File: config.mk
export PLATFORM = sky130hd
export DESIGN_NAME = waterfall_led_ctrl
export DESIGN_NICKNAME = d
export VERILOG_FILES = /design/src/rtl/waterfall_led_ctrl.sv
export SDC_FILE = /design/constraint.sdc
export NUM_CORES = 1
export LEC_CHECK = 0
export CORE_MARGIN = 10
export CORE_UTILIZATION = 36
export CTS_CLUSTER_SIZE = 10
export DETAILED_ROUTE_END_ITERATION = 12
export GPL_TIMING_DRIVEN = 1
export PLACE_DENSITY = 0.66
export SYNTH_ARGS = -nofsm -noshare
export SYNTH_HDL_FRONTEND = slang
export SYNTH_SLANG_ARGS = --single-unit
File: constraint.sdc
create_clock -name clk -period 2.75 [get_ports clk]
set_input_delay 0.825 -clock clk [delete_from_list [all_inputs] [get_ports clk]]
set_output_delay 0.825 -clock clk [all_outputs]
set_load 0.05 [all_outputs]
File: src/rtl/waterfall_led_ctrl.sv
// waterfall_led_ctrl: LED_W-bit waterfall light engine with four patterns
// (rotate left, rotate right, ping-pong, bar fill) stepped by a runtime
// programmable prescaler (step period = div+1 clk cycles).
// Optional build macro ACTIVE_LOW_LED_EN: when defined the led port drives
// the inverse of the internal pattern for active-low LED boards.
module waterfall_led_ctrl #(
    parameter int LED_W = 8,
    parameter int DIV_W = 24
) (
    input  logic             clk,
    input  logic             rst,
    input  logic             en,
    input  logic [1:0]       mode,
    input  logic [DIV_W-1:0] div,
    output logic [LED_W-1:0] led,
    output logic             step_pulse
);

    typedef enum logic {DIR_UP, DIR_DN} dir_t;

    localparam logic [LED_W-1:0] ONE = LED_W'(1);
    localparam logic [LED_W-1:0] MSB = {1'b1, {(LED_W-1){1'b0}}};

    logic [LED_W-1:0] pat, pat_nxt, step_pat;
    logic [DIV_W-1:0] cnt, cnt_nxt;
    logic [1:0]       mode_q;
    dir_t             dir, dir_nxt, step_dir;
    logic             pulse_nxt;
    logic             onehot;
    logic             go_up;

    // Pattern shown when a mode is entered (also the self-recovery target).
    function automatic logic [LED_W-1:0] entry_pat(input logic [1:0] m);
        case (m)
            2'd1:    entry_pat = MSB;
            2'd3:    entry_pat = '0;
            default: entry_pat = ONE;
        endcase
    endfunction

    // Next pattern/direction for one step of the current mode.
    always_comb begin
        step_pat = pat;
        step_dir = dir;
        go_up    = 1'b1;
        onehot   = (pat != '0) && ((pat & (pat - ONE)) == '0);
        case (mode_q)
            2'd0: step_pat = {pat[LED_W-2:0], pat[LED_W-1]};
            2'd1: step_pat = {pat[0], pat[LED_W-1:1]};
            2'd2: begin
                // Endpoints force the direction so a stale dir cannot
                // shift the single one off the end of the bank.
                go_up    = pat[0] ? 1'b1 : (pat[LED_W-1] ? 1'b0 : (dir == DIR_UP));
                step_pat = go_up ? (pat << 1) : (pat >> 1);
                step_dir = step_pat[LED_W-1] ? DIR_DN : (step_pat[0] ? DIR_UP : dir);
            end
            default: step_pat = (&pat) ? '0 : {pat[LED_W-2:0], 1'b1};
        endcase
        // Corrupted one-hot state in the moving-dot modes restarts the mode.
        if (mode_q != 2'd3 && !onehot) begin
            step_pat = entry_pat(mode_q);
            step_dir = DIR_UP;
        end
    end

    // Prescaler and mode-change sequencing; a mode change beats a tick.
    always_comb begin
        pat_nxt   = pat;
        dir_nxt   = dir;
        cnt_nxt   = cnt;
        pulse_nxt = 1'b0;
        if (mode != mode_q) begin
            pat_nxt = entry_pat(mode);
            dir_nxt = DIR_UP;
            cnt_nxt = '0;
        end else if (en) begin
            if (cnt == div) begin
                pat_nxt   = step_pat;
                dir_nxt   = step_dir;
                cnt_nxt   = '0;
                pulse_nxt = 1'b1;
            end else begin
                cnt_nxt = cnt + DIV_W'(1);
            end
        end
    end

    // State register with synchronous reset.
    always_ff @(posedge clk) begin
        if (rst) begin
            pat        <= ONE;
            dir        <= DIR_UP;
            cnt        <= '0;
            mode_q     <= 2'd0;
            step_pulse <= 1'b0;
        end else begin
            pat        <= pat_nxt;
            dir        <= dir_nxt;
            cnt        <= cnt_nxt;
            mode_q     <= mode;
            step_pulse <= pulse_nxt;
        end
    end

`ifdef ACTIVE_LOW_LED_EN
    assign led = ~pat;
`else
    assign led = pat;
`endif

endmodule

; ---- After elaboration in Yosys (flattened, before gate mapping)
; Index checks and enable logic that the tools add are counted.
[classes]
n_addsub = 2
n_eq_ne = 8
magnitude_cmp = 0
n_reduce_logical = 15
div = 0
shifts = 0
n_mux = 17
bitwise_logic = 3
mul = 0
[ops]
columns = operator, n
row1 = $mux W8, 6
row2 = $pmux W8 S2, 2
row3 = $add A24 B1 Y24 const B, 1
row4 = $eq A24 B24 Y1, 1
row5 = $mux W24, 1
row6 = $pmux W8 S3, 1
row7 = $and A8 B8 Y8, 1
row8 = $logic_not A8 Y1, 1
row9 = $reduce_and A8 Y1, 1
row10 = $reduce_bool A8 Y1, 1
row11 = $sub A8 B1 Y8 const B, 1
row12 = $mux W1, 7
row13 = $eq A2 B2 Y1 const B, 3
row14 = $reduce_bool A2 Y1, 3
row15 = $eq A2 B1 Y1 const B, 2
row16 = $reduce_and A4 Y1, 1
row17 = $reduce_bool A3 Y1, 1
row18 = $reduce_or A3 Y1, 1
row19 = $logic_and A1 B1 Y1, 2
row20 = $logic_not A2 Y1, 1
row21 = $ne A2 B2 Y1, 1
row22 = $ne A2 B2 Y1 const B, 1
row23 = $not A1 Y1, 2
row24 = $reduce_and A2 Y1, 1
row25 = 2 further kinds, 2
[word_totals]
latch_bits = 0
ramBits = 0
mem_count = 0
out_inout_bits = 9
ff_bits = 36
romBits = 0
input_bits = 29
wordCells = 50

; ---- Depth between registers and ports, before layout
[logic_depth]
word_depth = 10
mapped_depth = 7
depth_no_buf = 7

; ---- Worst setup path after synthesis
; Ideal clock, no wire load.
[synth_path]
kind = input-to-reg
start = input div[16]
end = register dir
required_ns = 2.676
path_stages = 6
setup_time_ns = 0.074
path_buffers = 0
t_arrival_ns = 2.302
setup_slack_ns = 0.374
cell_sequence = xnor2_1 nand4_1 nor4_4 nand3_4 or4_1 a31oi_1
[synth_between]
elab_chain_len = 2
[synth_rtl]
columns = element, line
row1 = "start, declared", 14  ; input logic [DIV_W-1:0] div,
row2 = $eq A24 B24 Y1, 77  ; if (cnt == div) begin
row3 = $reduce_and A4 Y1 (no line), --
row4 = "end signal, assigned", 98  ; dir <= dir_nxt;
row5 = "end, declared", 27  ; dir_t dir, dir_nxt, step_dir;
; No other way between the ends.
; A chain may end at the register's enable or synchronous reset.

; ---- Final worst setup path
[layout_path]
start = input div[18]
end = register dir
; Same word-level chain as after synthesis.

==> flow_summary_export.csv <==
group,metric,value,unit
pwr,pwr-share-comb,14.0,%
timing,worst_slew_pin_slew,0.498,ns
critical_path,regToRegEndpoint,"dir",
final_layout,layout_commonest_cell,"nor2_1",
floorplanning,die_y,95.9,um
critical_path,cp.required,2.97,ns
logic_synthesis,synth_edf_count,0,
drt,drt_wl_total,4.86,mm
placement,globalplace.congestion,0.826,
floorplanning,num_rows,27,
final_layout,n_antenna_cell,0,
clocking,hold_buffers,0,
final_layout,fin_cells,365,
run_status,status,"completed",
global_routing,grt_pass1_wl,8.26,mm
logic_synthesis,ys_async_sr_fraction,0,%
critical_path,r2r_slack,0.69,ns
final_layout,n_fill_cell,551,
placement,pre_cts_slack,-0.216,ns
worst_hold_path,hold_class,"register to register",
pwr,power_density,404,nW/um2
timing,rsz0062_at_grt,"no",
critical_path,crit_path_end_kind,"register",
logic_synthesis,synthDistinctLibCells,36,
final_layout,drive_above_1_share,8.53,%
critical_path,path_max_fanout,3,
timing,final_hold_viol_count,0,
logic_synthesis,mappedNetlistArea,2070,um2
floorplanning,pin_count,38,
drt,vias,1839,
timing,drv_slew,0,
timing,setup_violations,0,
clocking,root_buffer,"clkbuf_8",
critical_path,arrival,2.81,ns
critical_path,path_class,"primary input to register",
critical_path,worstSetupStartpointType,"primary input",
drt,wl_per_cell,13.3,um
worst_hold_path,hold_depth,2,
logic_synthesis,syn-num-nets,279,
critical_path,rr_startpoint,"cnt[6]",
timing,fin_skew,0.00608,ns
global_routing,grt_usage,11.2,%
clocking,ctsHtreeMaxLevel,2,
worst_hold_path,min_from,"dir",
final_layout,syn_to_final_growth,29.0,%
clocking,tritoncts,"built",
final_layout,multi_input_area,1300,um2
pwr,internal_power,808,uW
placement,hpwl,3.73,mm
clocking,clockBufferDepth,2,
clocking,cts_sinks,36,
final_layout,final_area,2680,um2
pwr,seq_power_share,49.9,%
logic_synthesis,yosysTopAreaCell,"dfxtp_1",
logic_synthesis,synthTopCellsByArea,"dfxtp_1, xnor2_1, xor2_1, nor2_1, a22o_1",
global_routing,grt_pass1_vias,1756,
placement,io_buffers,37,
logic_synthesis,yosys_warnings,0,
floorplanning,start_util,37.4,%
logic_synthesis,yosys.area.top_type_share,34.8,%
floorplanning,die_w,95.9,um
final_layout,register_area,721,um2
run,cap_violations,0,
pwr,peakVddDrop,0.207,mV
logic_synthesis,ys_seq_area_share,34.8,%
pwr,p_clk_share,36.0,%
logic_synthesis,ys_seq_elements,36,
logic_synthesis,synth_flop_cell,"dfxtp_1",
placement,dpl_cell_area,2580,um2
drt,via_per_inst,5.04,
drt,drc_errors,0,
global_routing,antenna_found_initial,0,
pwr,total_power,1080,uW
placement,place_inst,357,
timing,layout_worst_path_cycle_share,94.3,%
floorplanning,die_area,9190,um2
pwr,sw_frac_of_total,25.3,%
timing,max_freq,0.386,GHz
timing,setup_ws,0.156,ns
clocking,clk_pin_slew,0.08,ns
logic_synthesis,avgSynthCellArea,8.33,um2
final_layout,final_nets,322,
clocking,clk_latency,0.29,ns
worst_hold_path,holdPathEnd,"dir",
timing,worst_slew_margin_rel,66.7,%
pwr,p_leak,0.000898,uW
final_layout,final_cell_mix,"nor2_1, clkdlybuf4s50_1, dfxtp_1, xnor2_1, xor2_1",
pwr,power.switching,273,uW
timing,fin_setup_tns,0,ns
logic_synthesis,syn_inst,249,
critical_path,reg2regPathDepth,6,
floorplanning,design.core.area,5540,um2
drt,drt-pass1-iter-count,4,
global_routing,grt_max_degree,24,
global_routing,grt_overflow,0,
clocking,cts_buffers,5,
drt,ant_nets,0,
drt,drt-initial-drc-count,91,
timing,finalCriticalPeriod,2.59,ns
==> kinds of logic after synthesis <==
logic type,count (synthesis),share of synthesized area (%)
and+or+nand+nor,108,26.8
DFF,36,34.8
buffers and inverters,15,2.78
xor gates and xnor gates,50,21.1
adders and majority gates,2,1.09
AOI/OAI and AO/OA,38,13.5
==> cell usage after synthesis, drive strengths merged (2+ instances only) <==
| cell | n |
|---|---|
| nor2 | 39 |
| dfxtp | 36 |
| xnor2 | 29 |
| xor2 | 21 |
| nand2 | 17 |
| nand4 | 14 |
| a22o | 13 |
| nand3 | 12 |
| clkbuf | 10 |
| o21ai | 7 |
| a21oi | 6 |
| nor3 | 6 |
| and3 | 5 |
| inv | 4 |
| a31oi | 3 |
| nand2b | 3 |
| o211ai | 3 |
| nand3b | 2 |
| nor2b | 2 |
| nor3b | 2 |
| nor4 | 2 |
==> stage by stage <==
step / hold slack, ns / utilization (%)
floorplan: 0.486 / -
global placement: 0.512 / 46.5
detailed placement: 0.524 / 46.5
CTS: 0.537 / 48.2
global route: 0.589 / 48.3
finish: 0.543 / 48.3
==> power by group through the flow <==
stage | clock network [uW] | logic, uW | registers, uW
2_1_floorplan | 0 | 81.2 | 551
3_3_place_gp | 0 | 152 | 552
3_5_place_dp | 0 | 152 | 552
4_1_cts | 403 | 153 | 540
5_1_grt | 428 | 165 | 541
6_report | 390 | 151 | 540
==> critical path, cell delays in order <==
cell	delay [ns]
clkdlybuf4s50_1	0.48
xnor2_1	0.13
nand4_1	0.16
nor4_4	0.40
nand3_4	0.11
or4_4	0.54
a31oi_1	0.17
==> layer usage <==
metal	up-vias	part of all wire [%]	GRT usage, %
li1	958	-	-
met1	832	46	13.8
met2	45	46	18.0
met3	4	6.6	3.97
met4	0	0.76	3.44
met5	-	0	0
==> state kept, by name, indices dropped and copies added (netlist names) <==
name / cells
cnt: 24
dir: 1
led: 8
mode_q: 2
step_pulse: 1
==> how the worst max path moves through the flow <==
| stage | slack, ns | to | startpoint |
|---|---|---|---|
| after floorplan | 0.37 | dir | div[16] |
| after global placement | -0.15 | dir | div[12] |
| after detailed placement | -0.22 | dir | div[12] |
| after CTS | 0.1 | dir | div[12] |
| after global routing | 0.01 | dir | div[14] |
| final | 0.16 | dir | div[18] |
==> cell type report <==
| cell class | count | area share, % |
|---|---|---|
| Inverter | 4 | 0.561 |
| Tap cell | 72 | 3.37 |
| Clock buffer | 6 | 3.09 |
| Sequential cell | 36 | 26.9 |
| Timing Repair Buffer | 47 | 17.1 |
| Multi-Input combinational cell | 198 | 48.6 |
| Clock inverter | 2 | 0.374 |
==> repair_timing <==
| action | CTS | global route |
|---|---|---|
| setup buffers | 0 | 0 |
| endpoints found under the setup margin | 0 | 1 |
| resized for setup | 0 | 1 |
(Power assumes the default switching activity.)
